### src/rtl/microroc_chain_daq_ctrl.sv
// microroc_chain_daq_ctrl
// Multi-chain acquisition/readout sequencer for Microroc ASIC daisy-chains.
// Each cycle does ASIC reset, power-up settle, acquisition, then round-robin
// readout of every enabled chain (lowest index first), with a per-chain
// readout timeout and a completed-cycle counter.
//
// Handshake with each chain: start_readout[i] is a one-cycle request; the
// chain answers with a rising edge on end_readout[i]. Only a 0->1 transition
// seen while waiting counts; a level already high when the request goes out
// is ignored until it falls and rises again. No back-pressure exists.
//
// Optional build macro: MICROROC_TIMEOUT_AUTOMASK_EN
//   defined   : chains with a set timeout_flag are dropped from the enable
//               mask at every re-latch until start goes 0 then 1.
//   undefined : the enable mask is re-latched straight from chain_en.
//
// state_dbg exposes the FSM state register for checkers:
//   0 IDLE, 1 RESET, 2 PWRUP, 3 ACQ, 4 RDSEL, 5 RDSTART, 6 RDWAIT, 7 DONE.
module microroc_chain_daq_ctrl #(
  parameter int N_CHAIN     = 4,
  parameter int ACQ_W       = 16,
  parameter int RST_CYC     = 8,
  parameter int PWR_SETTLE  = 40,
  parameter int TIMEOUT_CYC = 1000000
) (
  input  logic               Clk,
  input  logic               reset_n,
  input  logic               start,
  input  logic [N_CHAIN-1:0] chain_en,
  input  logic [ACQ_W-1:0]   acq_time,
  input  logic               powpulsing_en,
  input  logic [N_CHAIN-1:0] chipsatb,
  input  logic [N_CHAIN-1:0] end_readout,
  output logic               reset_b,
  output logic               start_acq,
  output logic [N_CHAIN-1:0] start_readout,
  output logic               pwr_on_a,
  output logic               pwr_on_adc,
  output logic               pwr_on_dac,
  output logic               pwr_on_d,
  output logic               busy,
  output logic               cycle_done,
  output logic [N_CHAIN-1:0] timeout_flag,
  output logic [15:0]        cycle_count,
  output logic [2:0]         state_dbg
);

  localparam int IDX_W   = (N_CHAIN > 1) ? $clog2(N_CHAIN) : 1;
  localparam int SEQ_MAX = (RST_CYC > PWR_SETTLE) ? RST_CYC : PWR_SETTLE;
  localparam int SEQ_W   = $clog2(SEQ_MAX + 1);
  localparam int TO_W    = $clog2(TIMEOUT_CYC + 1);

  // Terminal counts: RESET leaves after RST_CYC low cycles (counter starts at
  // 0 on the first RESET cycle), PWRUP after PWR_SETTLE cycles, RDWAIT when
  // TIMEOUT_CYC cycles have elapsed since the RDSTART entry edge.
  localparam logic [SEQ_W-1:0] RST_LAST    = SEQ_W'(RST_CYC);
  localparam logic [SEQ_W-1:0] SETTLE_LAST = SEQ_W'(PWR_SETTLE - 1);
  localparam logic [TO_W-1:0]  TO_LAST     = TO_W'(TIMEOUT_CYC - 1);

  typedef enum logic [2:0] {
    S_IDLE    = 3'd0,
    S_RESET   = 3'd1,
    S_PWRUP   = 3'd2,
    S_ACQ     = 3'd3,
    S_RDSEL   = 3'd4,
    S_RDSTART = 3'd5,
    S_RDWAIT  = 3'd6,
    S_DONE    = 3'd7
  } state_t;

  state_t             state;
  state_t             state_nxt;
  logic [SEQ_W-1:0]   seq_cnt;
  logic [ACQ_W-1:0]   acq_cnt;
  logic [TO_W-1:0]    to_cnt;
  logic [N_CHAIN-1:0] en_q;
  logic [N_CHAIN-1:0] read_mask;
  logic [N_CHAIN-1:0] end_q;
  logic [IDX_W-1:0]   rd_idx;
  logic               start_q;

  logic [ACQ_W-1:0]   acq_limit;
  logic               sat_hit;
  logic [N_CHAIN-1:0] pending;
  logic [N_CHAIN-1:0] sel_onehot;
  logic               sel_found;
  logic [IDX_W-1:0]   sel_idx;
  logic               rd_edge;
  logic               rd_timeout;
  logic [N_CHAIN-1:0] relatch_en;
  logic               start_rise;
  logic               pw_analog;
  logic               pw_digital;

  assign state_dbg = state;

  // Mask used when the enable set is re-latched without a fresh start edge.
`ifdef MICROROC_TIMEOUT_AUTOMASK_EN
  assign relatch_en = chain_en & ~timeout_flag;
`else
  assign relatch_en = chain_en;
`endif

  // Readout selection, acquisition exit, readout completion and next state.
  always_comb begin
    acq_limit  = (acq_time == '0) ? ACQ_W'(1) : acq_time;
    sat_hit    = |(~chipsatb & en_q);
    pending    = en_q & ~read_mask;
    sel_onehot = pending & (~pending + N_CHAIN'(1));
    sel_found  = |pending;
    sel_idx    = '0;
    for (int i = 0; i < N_CHAIN; i++) begin
      if (sel_onehot[i]) sel_idx = IDX_W'(i);
    end
    rd_edge    = end_readout[rd_idx] & ~end_q[rd_idx];
    rd_timeout = (to_cnt >= TO_LAST);
    start_rise = start & ~start_q;

    state_nxt = state;
    case (state)
      S_IDLE:    if (start) state_nxt = S_RESET;
      S_RESET:   if (seq_cnt == RST_LAST) state_nxt = powpulsing_en ? S_PWRUP : S_ACQ;
      S_PWRUP:   if (!powpulsing_en || seq_cnt == SETTLE_LAST) state_nxt = S_ACQ;
      S_ACQ:     if (acq_cnt >= acq_limit || sat_hit) state_nxt = S_RDSEL;
      S_RDSEL:   state_nxt = sel_found ? S_RDSTART : S_DONE;
      S_RDSTART: state_nxt = S_RDWAIT;
      S_RDWAIT:  if (rd_edge || rd_timeout) state_nxt = S_RDSEL;
      S_DONE:    state_nxt = start ? S_RESET : S_IDLE;
      default:   state_nxt = S_IDLE;
    endcase

    // Power rails follow the state being entered so they are registered.
    pw_analog  = !powpulsing_en || state_nxt == S_PWRUP || state_nxt == S_ACQ;
    pw_digital = !powpulsing_en || state_nxt == S_PWRUP || state_nxt == S_ACQ ||
                 state_nxt == S_RDSEL || state_nxt == S_RDSTART || state_nxt == S_RDWAIT;
  end

  // Sequencer: state, counters, bookkeeping and all registered outputs.
  always_ff @(posedge Clk or negedge reset_n) begin
    if (!reset_n) begin
      state         <= S_IDLE;
      seq_cnt       <= '0;
      acq_cnt       <= '0;
      to_cnt        <= '0;
      en_q          <= '0;
      read_mask     <= '0;
      end_q         <= '0;
      rd_idx        <= '0;
      start_q       <= 1'b0;
      reset_b       <= 1'b1;
      start_acq     <= 1'b0;
      start_readout <= '0;
      pwr_on_a      <= 1'b0;
      pwr_on_adc    <= 1'b0;
      pwr_on_dac    <= 1'b0;
      pwr_on_d      <= 1'b0;
      busy          <= 1'b0;
      cycle_done    <= 1'b0;
      timeout_flag  <= '0;
      cycle_count   <= '0;
    end else begin
      state   <= state_nxt;
      start_q <= start;
      end_q   <= end_readout;

      // Shared sequence counter for RESET and PWRUP dwell times.
      if (state_nxt == state && (state == S_RESET || state == S_PWRUP))
        seq_cnt <= seq_cnt + SEQ_W'(1);
      else
        seq_cnt <= '0;

      // acq_cnt holds the number of cycles start_acq has been high.
      if (state_nxt == S_ACQ && state != S_ACQ)
        acq_cnt <= ACQ_W'(1);
      else if (state == S_ACQ && state_nxt == S_ACQ)
        acq_cnt <= acq_cnt + ACQ_W'(1);

      // Readout timeout runs from the RDSTART entry edge.
      if (state_nxt == S_RDSTART)
        to_cnt <= '0;
      else if (state == S_RDSTART || (state == S_RDWAIT && state_nxt == S_RDWAIT))
        to_cnt <= to_cnt + TO_W'(1);

      // Enable mask latch at cycle start; a fresh start edge clears timeouts.
      if (state == S_IDLE && start) begin
        en_q <= start_rise ? chain_en : relatch_en;
      end else if (state == S_DONE && start) begin
        en_q <= relatch_en;
      end

      if (state == S_IDLE && start_rise) begin
        timeout_flag <= '0;
      end else if (state == S_RDWAIT && rd_timeout && !rd_edge) begin
        timeout_flag[rd_idx] <= 1'b1;
      end

      // Chains already served in this cycle.
      if (state_nxt == S_RESET) begin
        read_mask <= '0;
      end else if (state == S_RDSEL && sel_found) begin
        read_mask <= read_mask | sel_onehot;
        rd_idx    <= sel_idx;
      end

      reset_b       <= !(state == S_RESET && state_nxt == S_RESET);
      start_acq     <= (state_nxt == S_ACQ);
      start_readout <= (state_nxt == S_RDSTART) ? sel_onehot : '0;
      busy          <= (state_nxt != S_IDLE);
      cycle_done    <= (state_nxt == S_DONE);
      pwr_on_a      <= pw_analog;
      pwr_on_adc    <= pw_analog;
      pwr_on_dac    <= pw_analog;
      pwr_on_d      <= pw_digital;

      if (state_nxt == S_DONE && state != S_DONE)
        cycle_count <= cycle_count + 16'd1;
    end
  end

endmodule

### config.mk
export PLATFORM = sky130hd
export DESIGN_NAME = microroc_chain_daq_ctrl
export DESIGN_NICKNAME = d
export VERILOG_FILES = /design/src/rtl/microroc_chain_daq_ctrl.sv
export SDC_FILE = /design/constraint.sdc
export NUM_CORES = 1
export LEC_CHECK = 0
export CORE_ASPECT_RATIO = 0.75
export CORE_MARGIN = 3
export CORE_UTILIZATION = 40
export CTS_BUF_LIST = sky130_fd_sc_hd__clkbuf_16
export CTS_CLUSTER_DIAMETER = 30
export CTS_CLUSTER_SIZE = 16
export DETAILED_ROUTE_END_ITERATION = 10
export SYNTH_ARGS = -nofsm -noshare
export SYNTH_HDL_FRONTEND = slang
export SYNTH_SLANG_ARGS = --single-unit
### constraint.sdc
create_clock -name Clk -period 2.5 [get_ports Clk]
set_input_delay 0.25 -clock Clk [delete_from_list [all_inputs] [get_ports Clk]]
set_output_delay 0.25 -clock Clk [all_outputs]
set_load 0.1 [all_outputs]
# == Yosys cells after proc, flatten, opt, wreduce, memory -nomap -nowiden ==
# Cells that the tools add are included.
# word_totals
regBits,90
input_bits,32
out_inout_bits,35
word_cells,127
# classes
add_sub_neg,5
magnitude_cmp,4
n_eq_ne,19
n_mux,31
bitwise_logic,13
reduce_logical,37
# ops
op,count
$mux W16,3
$mux W20,2
$add A16 B1 Y16 const B,2
$mux W4,7
$eq A3 B3 Y1 const B,8
$pmux W3 S8,1
$add A20 B1 Y20 const B,1
$ge A20 B20 Y1 const B,1
$ge A16 B16 Y1,1
$logic_not A16 Y1,1
$mux W3,5
$logic_and A1 B1 Y1,13
$and A4 B4 Y4,3
$eq A3 B2 Y1 const B,4
$not A4 Y4,3
$logic_or A1 B1 Y1,10
$reduce_bool A2 Y1,5
$or A4 B4 Y4,2
$reduce_or A4 Y1,2
$add A6 B1 Y6 const B,1
$eq A3 B1 Y1 const B,2
$eq A6 B4 Y1 const B,1
$eq A6 B6 Y1 const B,1
$mux W1,6
other kinds (16),24

# == Longest topological paths before layout ==
# Gate-level depths: netlist (run 1).
# depth
ltp_word,13
mapped_depth,11
ltp_nobuf,10

# == Worst setup path after synthesis (run 1) ==
# OpenSTA, ideal clock, no wires.
# synth_path
path_kind,flip-flop to flip-flop
startpoint,register state[2] (netlist: state_dbg[2])
endpoint,register to_cnt[1]
setup_ns,0.076
arrival_ns,2.790
t_required_ns,2.424
setup_slack_ns,-0.367
path_stages_with_launch,9
n_path_buf,3
period_less_slack_ns,2.867
path_cell_list,dfrtp_1 buf_2 clkbuf_1 o2111ai_1 o21ai_2 nand2_1 buf_6 or4_1 o21ai_1
# synth_via
elab_chain_cells,6
word_cells_on_any_way,20
classes_between,eq/ne: 9; mux: 7; reduce/logical: 4
# synth_lines
item,line_no,text
"start, declared",71,state_t state;
"start signal, assigned",162,state <= state_nxt;
$eq A3 B3 Y1 (tied with other cells),120,case (state)
$pmux W3 S8,120,
$eq A3 B3 Y1,181,else if (state == S_RDSTART || (state == S_RDWAIT && state_nxt == S_RDWAIT))
$logic_and A1 B1 Y1,181,
$logic_or A1 B1 Y1,181,
$reduce_bool A2 Y1 (no source line),--,
"end signal, assigned",182,to_cnt <= to_cnt + TO_W'(1);
"end, declared",75,logic [TO_W-1:0] to_cnt;
# Parallel ways exist; a longest one is shown, timed or not.
# A chain may end at the register's enable or synchronous reset.

# == Worst setup path in the final report (run 1) ==
# layout_path
startpoint,input acq_time[12]
endpoint,register to_cnt[15]
# layout_via
elab_chain_cells,10
word_cells_on_any_way,12
classes_between,order compare: 1; eq/ne: 2; mux: 4; reduce/logical: 5
# layout_lines
item,line_no,text
"start, declared",30,"input logic [ACQ_W-1:0] acq_time,"
$logic_not A16 Y1,106,acq_limit = (acq_time == '0) ? ACQ_W'(1) : acq_time;
$mux W16 *,106,
$ge A16 B16 Y1 *,124,S_ACQ: if (acq_cnt >= acq_limit || sat_hit) state_nxt = S_RDSEL;
$logic_or A1 B1 Y1 *,124,
$mux W3 *,124,
$pmux W3 S8 *,120,
$eq A3 B3 Y1,181,
$logic_and A1 B1 Y1,181,
$logic_or A1 B1 Y1,181,
$reduce_bool A2 Y1 (no source line),--,
# Every way passes the cells marked *; elsewhere a longest branch is shown, timed or not.

==> flow_summary.json, run 1 <==
{
  "synth_top_cell_by_area": "dfrtp_1",
  "synth_enable_flop_cells": 0,
  "ioPinCount": 67,
  "fill_cells": 1041,
  "max_slew.worst_pin.slew_ns": 0.595,
  "slew_headroom": 0.603,
  "tritoncts": "yes",
  "drv_slew": 0,
  "drt-initial-drc-count": 446,
  "clockBufferDepth": 2,
  "die_w_microns": 134,
  "max-cap-violations": 0,
  "vias": 4478,
  "crit_chain": "dlygate4sd2_1 > nor3_2 > a41o_1 > ha_1 > nand2b_4 > a2111oi_2 > or4_4 > a211oi_4 > buf_4 > buf_6 > nor2_4 > or4_4 > a21oi_2",
  "area_growth_pct": 41.3,
  "setup_viol_count_final": 35,
  "r2r-start": "acq_cnt[9]$_DFFE_PN0P_",
  "vias_per_cell": 5.38,
  "drc": 0,
  "layout.area.seq_sq_mm": 0.00226,
  "synth.most_common_cell": "dfrtp_1",
  "max-vdd-ir-drop_mv": 0.662,
  "hpwlAfterDp_microns": 9960,
  "cp_common_cell": "or4_4",
  "port_buffers": 66,
  "rsz0062_at_grt": "true",
  "drive_above_1_share": 0.318,
  "diodes": 0,
  "max_freq_mhz": 362,
  "ff2ff_path_depth": 10,
  "design.core.area_sq_mm": 0.0118,
  "period_share": 1.10,
  "clkSinkCount": 90,
  "crit_path_start": "acq_time[12]",
  "hold_viol": 0,
  "track_usage": 0.208,
  "path_delay_family": "simple AND/OR/NAND/NOR gates",
  "crit_arrival_ns": 3.03,
  "final_antenna_net_count": 0,
  "grt_start_max_net_pins": 52,
  "slowest_delay_ns": 0.54,
  "cts-root-buf": "clkbuf_16",
  "status": "complete, but fails checks",
  "insertion_delay_ns": 0.35,
  "ys_ff_latch": 90,
  "finish.net_count": 718,
  "r2r_end": "to_cnt[15]$_DFFE_PN0P_",
  "netlist_area_sq_mm": 0.00491,
  "yosys-top-cells-area": "dfrtp_1 (45%), ha_1 (5.3%), xnor2_1 (3.7%), nor2_1 (3.0%), a21oi_1 (2.6%)",
  "cp-start-kind": "input port",
  "path_class": "input port to register",
  "clock_skew_ns": 0.0107,
  "cp.depth": 13,
  "die_area_sq_mm": 0.0137,
  "antenna_found_initial": 0,
  "firstDrtPassIters": 5,
  "async_reset_ff_frac": 1.00,
  "fin_ws_ns": -0.262,
  "die_h_microns": 102,
  "syn_area_per_cell_sq_um": 9.75,
  "wl_per_cell_microns": 16.4,
  "multi_input_area_sq_mm": 0.00271,
  "critical_path_peak_fanout": 7,
  "grt-ovfl-total": 0,
  "synth-main-ff-cell": "dfrtp_1",
  "clk_pin_slew_ns": 0.07,
  "yosysSeqAreaShare": 0.459,
  "numCtsBuffers": 9,
  "ys_warn_count": 0,
  "grt_pass1_wl_microns": 22600,
  "critical_path_buf_inv_count": 3,
  "synth_common_cells": "dfrtp_1 (89), nor2_1 (39), inv_1 (34)",
  "rows": 34,
  "place_congestion": 0.853,
  "synth_top_cell_area_share": 0.453,
  "cpMaxStageDelayCell": "or4_4",
  "synth_cells": 504,
  "endpoint_kind": "register",
  "violations": "negative setup slack",
  "instances_no_fill": 832,
  "hp-class": "input port to register",
  "p_leak_nw": 3.28,
  "crit_required_ns": 2.77,
  "power.density_mw_per_mm2": 910,
  "drt-total-wl_microns": 13600,
  "dpl.cell_count": 805,
  "syn-num-nets": 557,
  "period_needed_ns": 2.76,
  "setup-tns-final_ns": -4.95,
  "synthDistinctLibCells": 61,
  "htreeDepth": 3,
  "crit_end": "to_cnt[15]$_DFFE_PN0P_",
  "grt_pass1_vias": 4385,
  "reg2reg_slack_ns": -0.24,
  "floorplan.initialDensity": 0.417
}
-- layer usage --
| metal | up-vias | wire [microns] | share of wire | global-route usage |
|---|---|---|---|---|
| li1 | 2143 | - | - | - |
| met1 | 2188 | 6800 | 0.50 | 0.318 |
| met2 | 141 | 5930 | 0.44 | 0.303 |
| met3 | 6 | 826 | 0.061 | 0.0428 |
| met4 | 0 | 72 | 0.0053 | 0.0435 |
| met5 | - | 0 | 0 | 0 |
-- power breakdown --
| group | internal, mW | switching, mW | total, mW |
|---|---|---|---|
| Combinational | 1.17 | 1.85 | 3.02 |
| Sequential | 1.68 | 0.188 | 1.87 |
| Clock | 0.795 | 0.629 | 1.42 |
| Total | 3.65 | 2.67 | 6.32 |
-- how the worst min path moves through the flow --
stage / from / endpoint / slack [ns] / depth (start not counted)
after global routing: end_readout[3] / end_q[3]$_DFF_PN0_ / 0.39 / 1
after CTS: end_readout[3] / end_q[3]$_DFF_PN0_ / 0.37 / 1
after floorplan: reset_n / acq_cnt[0]$_DFFE_PN0P_ / -0.05 / 0
final: end_readout[1] / end_q[1]$_DFF_PN0_ / 0.41 / 1
after detailed placement: reset_n / seq_cnt[1]$_DFF_PN0_ / 0.28 / 1
after global placement: reset_n / acq_cnt[12]$_DFFE_PN0P_ / 0.27 / 1
-- layout by cell type (no fill, tap or decap), types with 5 or more instances in the layout --
cell / count
or4_1: 10
and2_1: 10
nand4_1: 16
a21oi_1: 24
a21o_1: 5
clkdlybuf4s50_1: 14
xnor2_1: 21
dfrtp_1: 86
ha_1: 19
nor2b_1: 12
nor4_2: 10
nand2_1: 33
buf_6: 6
mux2i_1: 6
buf_4: 130
o31ai_1: 9
o21ai_0: 9
clkbuf_16: 9
xor2_1: 7
nor2_1: 37
mux2_2: 5
nand3_1: 25
nand2b_1: 5
nor3_1: 6
inv_1: 34
dlygate4sd2_1: 7
and3_1: 18
-- kinds of logic after synthesis --
group,share of synthesized area
mux,0.0237
simple gates,0.232
compound gates,0.137
flops,0.459
buf+inv,0.0453
xor+xnor,0.0499
fa+ha+maj,0.0535
-- layout make-up --
class / count / area share
Inverter: 34 / 0.0184
Clock buffer: 9 / 0.0324
Timing Repair Buffer: 168 / 0.193
Tap cell: 162 / 0.0292
Sequential cell: 90 / 0.325
Multi-Input combinational cell: 362 / 0.390
Clock inverter: 7 / 0.0119
-- sequential cells by signal (all words and copies together), names as in the netlist, 3 cells and up --
name and cells:
end_q 4, read_mask 4, cycle_count 16, en_q 4
start_readout 4, acq_cnt 16, state_dbg 3, timeout_flag 4
seq_cnt 6, to_cnt 20
-- through the flow --
| stage | instance area, sq um | total power, mW | hold slack [ns] | utilization | worst slack, ns |
|---|---|---|---|---|---|
| 3_5_place_dp | 6360 | 4.65 | 0.281 | 0.539 | -0.881 |
| 2_1_floorplan | 4980 | 3.54 | -0.0456 | - | -0.136 |
| 4_1_cts | 6800 | 6.18 | 0.368 | 0.577 | -0.213 |
| 6_report | 6940 | 6.32 | 0.409 | 0.589 | -0.262 |
| 5_1_grt | 6940 | 6.67 | 0.388 | 0.589 | -0.326 |
| 3_3_place_gp | 6360 | 4.60 | 0.272 | 0.539 | -0.784 |
-- what timing repair did --
action	CTS	global route
hold buffers	1	0
resized for setup	52	24
gates cloned	1	0
pin swaps	17	14
buffers inserted	4	5
hold endpoints to repair	39	0
setup endpoints to repair	41	44
(Power assumes the default switching activity.)
==> inputs of run 2 (changes only) <==
CORE_UTILIZATION = 50   (was 40)
CTS_BUF_LIST = sky130_fd_sc_hd__clkbuf_4 sky130_fd_sc_hd__clkbuf_8 sky130_fd_sc_hd__clkbuf_16   (was sky130_fd_sc_hd__clkbuf_16)
PLACE_DENSITY = 0.77   (was unset)
==> run 2 against run 1 <==
Effect of this change: the flow still finishes with violations (negative setup slack); wire length is 1.5% higher; power is 3.6% lower; sequential share of layout area is 0.66 points higher; clock skew is 0.00073 ns lower; critical path depth is 4 lower; design area is 2.0% lower; largest power group unchanged; highest routed layer unchanged.
==> flow_summary.json, run 2 (synthesis results as in run 1) <==
{
  "period_share": 1.11,
  "area_growth_pct": 38.5,
  "period_needed_ns": 2.77,
  "reg2reg_slack_ns": -0.27,
  "clockBufferDepth": 2,
  "crit_chain": "ha_4 > and4_4 > o21ai_2 > or4_4 > a211oi_4 > buf_6 > o2111ai_4 > or4_1 > a21oi_1",
  "power.density_mw_per_mm2": 895,
  "rows": 30,
  "drive_above_1_share": 0.307,
  "drv_slew": 0,
  "grt-ovfl-total": 0,
  "port_buffers": 66,
  "mostFrequentLayoutCells": "buf_4 (113), dfrtp_1 (86), nor2_1 (37)",
  "drc": 0,
  "diodes": 0,
  "ioPinCount": 67,
  "numCtsBuffers": 9,
  "fin_ws_ns": -0.266,
  "final_antenna_net_count": 0,
  "die_h_microns": 91.8,
  "p_leak_nw": 3.18,
  "path_class": "register to register",
  "drt-total-wl_microns": 13800,
  "layout_top_registers": "to_cnt (20), acq_cnt (16), cycle_count (16)",
  "clock_skew_ns": 0.00993,
  "track_usage": 0.255,
  "slowest_delay_ns": 0.53,
  "grt_pass1_vias": 4492,
  "status": "complete, but fails checks",
  "mostFrequentLayoutCell": "buf_4",
  "wl_per_cell_microns": 17.7,
  "firstDrtPassIters": 4,
  "die_w_microns": 120,
  "setup_viol_count_final": 34,
  "max-cap-violations": 0,
  "rsz0062_at_grt": "true",
  "design.core.area_sq_mm": 0.00931,
  "fill_cells": 674,
  "top_register": "to_cnt",
  "critical_path_peak_fanout": 7,
  "cp-start-kind": "register",
  "violations": "negative setup slack",
  "max_freq_mhz": 361,
  "finish.net_count": 700,
  "antenna_found_initial": 0,
  "die_area_sq_mm": 0.0111,
  "drt-initial-drc-count": 371,
  "insertion_delay_ns": 0.35,
  "slew_headroom": 0.599,
  "hold_viol": 0,
  "crit_required_ns": 2.77,
  "max_slew.worst_pin.slew_ns": 0.596,
  "largest_reg_flops": 20,
  "hp-class": "input port to register",
  "fin_hold_ws_ns": 0.361,
  "pre_cts_ws_ns": -0.894,
  "max-vdd-ir-drop_mv": 0.553,
  "clk_pin_slew_ns": 0.07,
  "endpoint_kind": "register",
  "grt_pass1_wl_microns": 22400,
  "floorplan.initialDensity": 0.528,
  "vias": 4531,
  "cts-root-buf": "clkbuf_16",
  "vias_per_cell": 5.81,
  "htreeDepth": 3,
  "clkSinkCount": 90,
  "hpwlAfterDp_microns": 9670,
  "grt_start_max_net_pins": 45,
  "cpMaxStageDelayCell": "or4_1",
  "place_congestion": 0.838,
  "tritoncts": "yes",
  "crit_arrival_ns": 3.04
}
==> run 2: cell types whose count changed in the layout (fill, tap and decap cells not counted), sizes merged <==
| cell | before | now |
|---|---|---|
| buf | 141 | 121 |
| clkdlybuf4s15 | 4 | 9 |
| dlygate4sd2 | 7 | 4 |
| clkinv | 1 | 3 |
| bufinv | 1 | 0 |
| clkbuf | 10 | 11 |
| clkinvlp | 1 | 0 |
| inv | 38 | 37 |
==> run 2: path summary, 6_finish.rpt <==
path,end,start,cells after the start
max,to_cnt[11]$_DFFE_PN0P_,acq_cnt[9]$_DFFE_PN0P_,9
min,end_q[0]$_DFF_PN0_,end_readout[0],1
max reg2reg,to_cnt[11]$_DFFE_PN0P_,acq_cnt[9]$_DFFE_PN0P_,9
min reg2reg,cycle_count[15]$_DFFE_PN0P_,cycle_count[15]$_DFFE_PN0P_,1
max in group asynchronous,acq_cnt[2]$_DFFE_PN0P_,reset_n,3
min in group asynchronous,seq_cnt[5]$_DFF_PN0_,reset_n,2
==> run 2: metal layers <==
| layer | GRT usage | share of wire |
|---|---|---|
| met5 | 0 | 0 |
| met1 | 0.375 | 0.46 |
| met4 | 0.0679 | 0.018 |
| met3 | 0.0536 | 0.069 |
| met2 | 0.383 | 0.45 |
==> run 2: critical path, delay by kind of cell (launching register included) <==
kind / cells / cell delay, ns
buf+inv: 1 / 0.15
simple gates: 3 / 1.20
fa+ha+maj: 1 / 0.30
flops: 1 / 0.44
compound gates: 4 / 0.61
==> run 2: cell type report <==
class,instances,area [sq um],share of cell area
multi-input combinational,362,2760,0.406
sequential,90,2260,0.332
timing repair buffer,150,1220,0.179
clock buffer,10,233,0.0342
tap,128,160,0.0235
inverter,34,128,0.0188
clock inverter,6,48.8,0.00717
==> run 2: metrics by stage <==
| stage | TNS [ns] | power, mW | cells | utilization | cell area [sq um] |
|---|---|---|---|---|---|
| after floorplan | -0.791 | 3.54 | 504 | - | 4980 |
| after global placement | -27.08 | 4.37 | 751 | 0.662 | 6160 |
| after detailed placement | -30.03 | 4.46 | 751 | 0.662 | 6160 |
| after CTS | -1.49 | 5.95 | 775 | 0.715 | 6660 |
| after global routing | -8.66 | 6.37 | 780 | 0.731 | 6810 |
| final | -4.57 | 6.09 | 780 | 0.731 | 6810 |
==> run 2: power by group <==
| part | switching, mW | internal, mW |
|---|---|---|
| Sequential | 0.188 | 1.68 |
| Clock | 0.604 | 0.698 |
| Combinational | 1.86 | 1.06 |
==> run 2: timing repair <==
action	in CTS	in global routing
pin swaps	40	11
resized for setup	61	21
setup buffers	6	5
cloned	1	0
hold buffers	1	0
endpoints found under the hold margin	31	0
endpoints found under the setup margin	41	47
